## config.mk

```make
export PLATFORM = sky130hd
export DESIGN_NAME = ternary_triad_assembler
export DESIGN_NICKNAME = d
export VERILOG_FILES = /design/src/rtl/ternary_triad_assembler.sv
export SDC_FILE = /design/constraint.sdc
export NUM_CORES = 1
export LEC_CHECK = 0
export ABC_AREA = 1
export ABC_CLOCK_PERIOD_IN_PS = 1750
export CAP_MARGIN = 20
export CORE_UTILIZATION = 53
export CTS_BUF_LIST = sky130_fd_sc_hd__clkbuf_16
export DETAILED_ROUTE_END_ITERATION = 8
export PLACE_DENSITY_LB_ADDON = 0.3
export SLEW_MARGIN = 40
export SYNTH_ARGS = -nofsm -noshare
export SYNTH_HDL_FRONTEND = slang
export SYNTH_SLANG_ARGS = --single-unit
export TNS_END_PERCENT = 10
```

## constraint.sdc

```tcl
create_clock -name clk -period 1.75 [get_ports clk]
set_input_delay 0.35 -clock clk [delete_from_list [all_inputs] [get_ports clk]]
set_output_delay 0.35 -clock clk [all_outputs]
set_load 0.05 [all_outputs]
```

## src/rtl/ternary_triad_assembler.sv

```systemverilog
// Groups a serial trit stream into (I, II, III) triads for the sign classifier.
// Tracks discarded partial triads and faulted triads in saturating counters.
module ternary_triad_assembler #(
    parameter int CNT_W = 16
) (
    input  logic             clk,
    input  logic             rst,
    input  logic             in_valid,
    output logic             in_ready,
    input  logic [1:0]       in_trit,
    input  logic             in_sof,
    output logic             out_valid,
    input  logic             out_ready,
    output logic [1:0]       out_trich_i,
    output logic [1:0]       out_trich_ii,
    output logic [1:0]       out_trich_iii,
    output logic             out_fault,
    input  logic             clr_cnt,
    output logic [CNT_W-1:0] drop_count,
    output logic [CNT_W-1:0] fault_count
);

    localparam logic [1:0] P0 = 2'd0;
    localparam logic [1:0] P1 = 2'd1;
    localparam logic [1:0] P2 = 2'd2;

    localparam logic [1:0] TRIT_ZERO  = 2'b01;
    localparam logic [1:0] TRIT_FAULT = 2'b11;

    localparam logic [CNT_W-1:0] CNT_ONE = {{(CNT_W-1){1'b0}}, 1'b1};
    localparam logic [CNT_W-1:0] CNT_MAX = {CNT_W{1'b1}};

    logic [1:0] phase;
    logic [1:0] trit_i;
    logic [1:0] trit_ii;

    logic accept;
    logic pop;
    logic load;
    logic drop;
    logic new_fault;

    // Only a completing trit can be blocked, and only by a held triad.
    assign in_ready  = !(phase == P2 && out_valid && !out_ready);
    assign accept    = in_valid && in_ready;
    assign pop       = out_valid && out_ready;
    assign load      = accept && !in_sof && phase == P2;
    assign drop      = accept && in_sof && phase != P0;
    assign new_fault = (trit_i == TRIT_FAULT) || (trit_ii == TRIT_FAULT)
                     || (in_trit == TRIT_FAULT);

    // Phase tracking and capture of the first two trits of a triad.
    always_ff @(posedge clk or posedge rst) begin
        if (rst) begin
            phase   <= P0;
            trit_i  <= TRIT_ZERO;
            trit_ii <= TRIT_ZERO;
        end else if (accept) begin
            if (in_sof) begin
                trit_i <= in_trit;
                phase  <= P1;
            end else begin
                case (phase)
                    P0: begin
                        trit_i <= in_trit;
                        phase  <= P1;
                    end
                    P1: begin
                        trit_ii <= in_trit;
                        phase   <= P2;
                    end
                    default: phase <= P0;
                endcase
            end
        end
    end

    // Output triad register; a same-cycle load wins over a pop.
    always_ff @(posedge clk or posedge rst) begin
        if (rst) begin
            out_valid     <= 1'b0;
            out_trich_i   <= TRIT_ZERO;
            out_trich_ii  <= TRIT_ZERO;
            out_trich_iii <= TRIT_ZERO;
            out_fault     <= 1'b0;
        end else if (load) begin
            out_valid     <= 1'b1;
            out_trich_i   <= trit_i;
            out_trich_ii  <= trit_ii;
            out_trich_iii <= in_trit;
            out_fault     <= new_fault;
        end else if (pop) begin
            out_valid <= 1'b0;
        end
    end

    // Saturating count of partial triads discarded by a resync.
    always_ff @(posedge clk or posedge rst) begin
        if (rst) begin
            drop_count <= '0;
        end else if (clr_cnt) begin
            drop_count <= '0;
        end else if (drop && drop_count != CNT_MAX) begin
            drop_count <= drop_count + CNT_ONE;
        end
    end

    // Saturating count of triads loaded with a fault trit.
    always_ff @(posedge clk or posedge rst) begin
        if (rst) begin
            fault_count <= '0;
        end else if (clr_cnt) begin
            fault_count <= '0;
        end else if (load && new_fault && fault_count != CNT_MAX) begin
            fault_count <= fault_count + CNT_ONE;
        end
    end

endmodule

```

==> flow_metrics.py <==
metrics = {
    "status": {
        "status": "complete, no violations",
    },
    "worst_setup_path": {
        "critPathLaunch": "fault_count[11]",
        "regToRegStartpoint": "fault_count[11]",
        "path_cells": "nand2_1, nor2_1, nand2_1, nor2_2, nor2_4, buf_12, nand3b_1, nand2_1",
        "critical-path-max-stage-delay_ns": 0.46,
        "cp_top_family": "simple AND/OR/NAND/NOR gates",
        "critPathKind": "flop to flop",
        "slowest_stage": "dfrtp_1",
        "critPathCaptureType": "flop",
        "cp-start-kind": "flop",
        "cp_max_fo": 16,
        "crit_required_ns": 1.92,
        "path_buf_inv": 1,
        "cpMostUsedCell": "nand2_1",
        "worstPathArrival_ns": 1.81,
    },
    "timing": {
        "min_period_ns": 1.647,
        "fin_skew_ns": 0.007199,
        "hold_ws_ns": 0.4305,
        "layout_setup_ws_ns": 0.1034,
        "worst_slew_pin_slew_ns": 0.4701,
        "fin_crit_sh": 0.9409,
        "slew_viol_final": 0,
        "finalHoldViolCount": 0,
        "setup_viol": 0,
        "relSlewSlack": 0.6866,
        "setup_tns_ns": 0,
        "fmax_ghz": 0.6073,
    },
    "placement": {
        "place_inst": 497,
        "gp_congestion": 0.9173,
        "port_buffers": 48,
        "place_worst_setup_slack_ns": -0.07534,
        "dp_hpwl_mm": 4.697,
    },
    "logic_synthesis": {
        "synth_common_cells": "129 x nand2_1, 41 x dfrtp_1, 38 x nand3_1",
        "synthArstFlopShare": 1.000,
        "avgSynthCellArea_um2": 7.378,
        "synth.most_common_cell": "nand2_1",
        "syn_area_um2": 2715,
        "synth_fp_nets": 378,
        "syn_inst": 368,
        "ys_seq_elements": 46,
        "synth_flop_cell": "dfrtp_1",
        "yosysSeqAreaShare": 0.4263,
        "netlist.top_cell.by_area": "dfrtp_1",
        "yosysTopAreaCellShare": 0.3779,
        "yosysWarningCount": 0,
        "synth_edf_count": 0,
        "synth_cell_types": 32,
        "synthTopCellsByArea": "dfrtp_1 38%, nand2_1 18%, nand3_1 7.0%",
    },
    "final_layout": {
        "fin_cells": 507,
        "drive_above_1_share": 0.2318,
        "fin_nets": 449,
        "n_antenna_cell": 0,
        "fill_cells": 397,
        "area_delta_synth_final_pct": 31.20,
    },
    "grt": {
        "grt_start_max_net_pins": 47,
        "grt_first_pass_wirelength_mm": 11.03,
        "first_global_vias": 2539,
        "overflow": 0,
        "grt_usage": 0.2632,
        "grt_antenna_before_repair": 0,
    },
    "clock_tree": {
        "post_cts_buffers": 0,
        "cts_root_buf": "clkbuf_16",
        "clk_latency_ns": 0.28,
        "path_clk_slew_ns": 0.06,
        "cts_resized": 0,
        "holdBufCountCts": 0,
        "clock_sinks": 46,
        "cts_buffers": 5,
        "htree_levels": 2,
        "cts_tree": "built",
        "cts_buffer_depth": 2,
    },
    "route": {
        "postRouteAntennaNets": 0,
        "first_iter_violations": 281,
        "routed_wl_mm": 6.721,
        "vias": 2722,
        "post-route-drc-count": 0,
        "vias_per_cell": 5.369,
        "wl_per_cell_um": 13.26,
        "drtPass1Iterations": 4,
    },
    "pwr": {
        "p_clk_frac": 0.320,
        "power.leakage_nw": 1.759,
        "comb_power_share": 0.232,
        "finalPower_w": 0.002800,
        "cellPowerDensity_nw_per_um2": 786.1,
        "swShare": 0.3035,
        "p_seq_frac": 0.449,
        "intPower_w": 0.001950,
        "power_switching_w": 0.0008498,
        "irDropWorstVdd_uv": 506.6,
    },
    "min_path": {
        "hp-class": "input port to asynchronous set/reset pin",
    },
    "floorplanning": {
        "start_util": 0.5636,
        "rows": 25,
        "io_pins": 49,
        "coreArea_um2": 4817,
        "die_w_um": 73.58,
        "fp.dieArea_um2": 5413,
        "die_h_um": 73.58,
    },
    "flow_run": {
        "drv_cap": 0,
    },
}
## layer usage
metal,share of wire,up-vias,global-route usage
met5,0,-,0
met1,0.43,1280,0.3249
met4,0.020,0,0.1047
met3,0.045,19,0.04801
met2,0.51,85,0.4536
li1,-,1338,-
## area by class of cell
cell class              count  area, µm²  share of cell area
clock buffers               5      125.1             0.03512
clock inverters             3      15.01            0.004215
inverters                  29      108.9             0.03056
multi-input cells         284       1400              0.3930
flip-flops and latches     46       1164              0.3267
well taps                  67      83.83             0.02353
repair buffers             73      665.6              0.1869
## cells in the final DEF, fill, tap and decap left out
cell type / synthesis / layout
nand2_1: 129 / 128
buf_4: 1 / 58
nand3_1: 38 / 38
nor2_1: 37 / 37
dfrtp_1: 41 / 36
inv_1: 25 / 26
nand4_1: 21 / 21
xor2_1: 11 / 11
o21ai_0: 9 / 9
nand3b_1: 9 / 9
buf_12: 0 / 8
clkdlybuf4s50_1: 0 / 7
nor2_2: 5 / 5
clkbuf_16: 0 / 5
dfrtp_2: 0 / 5
dfstp_2: 5 / 5
nand2_2: 3 / 4
nor2_4: 4 / 4
o21bai_1: 4 / 4
clkinv_1: 2 / 3
nor3_1: 3 / 3
inv_2: 2 / 2
a21boi_0: 1 / 1
o21ai_4: 1 / 1
nand3_2: 1 / 1
nand2_4: 1 / 1
o21ai_1: 1 / 1
or2_2: 1 / 1
a21oi_1: 1 / 1
xnor2_1: 1 / 1
and2_1: 1 / 1
ha_1: 2 / 1
ha_2: 0 / 1
clkinvlp_4: 0 / 1
## worst min-delay path: cells and delay by family
kind	cells	cell delay, ns
buffers and inverters	3	0.74
## power by group through the flow
stage                     clock network [W]  logic (W)  registers (W)
final                              0.000895   0.000649        0.00126
after floorplan                           0   0.000154        0.00149
after global placement                    0   0.000642        0.00127
after global routing               0.000950   0.000693        0.00127
after CTS                          0.000914   0.000653        0.00126
after detailed placement                  0   0.000652        0.00127
## per-stage QoR
stage | utilization | area [µm²]
4_1_cts | 0.7338 | 3535
6_report | 0.7395 | 3562
2_1_floorplan | - | 2726
3_3_place_gp | 0.7047 | 3395
3_5_place_dp | 0.7047 | 3395
5_1_grt | 0.7395 | 3562
## cells by family after synthesis
family,after synthesis,synth area share
and+or+nand+nor,253,0.4258
xor gates and xnor gates,12,0.03871
AOI/OAI and AO/OA,17,0.04009
adders and majority gates,2,0.009215
DFF,46,0.4263
buffers and inverters,38,0.05991
## worst paths after layout
path                            cells after the start        endpoint  slack (ns)
worst min-delay path                                3   drop_count[8]        0.43
worst max-delay path                                8  fault_count[9]        0.10
max in group asynchronous                           3  out_trich_i[0]        1.04
worst min register to register                      2  out_trich_i[1]        0.48
worst max register to register                      8  fault_count[9]        0.10
min in group clk                                    2  out_trich_i[1]        0.48
## state kept, by name (all words and copies together) (netlist names)
name and count:
fault_count 16, out_fault 1, out_trich_ii 2, phase 2, trit_ii 2, out_trich_iii 2
trit_i 2, out_trich_i 2, out_valid 1, drop_count 16
(Power assumes the default switching activity.)
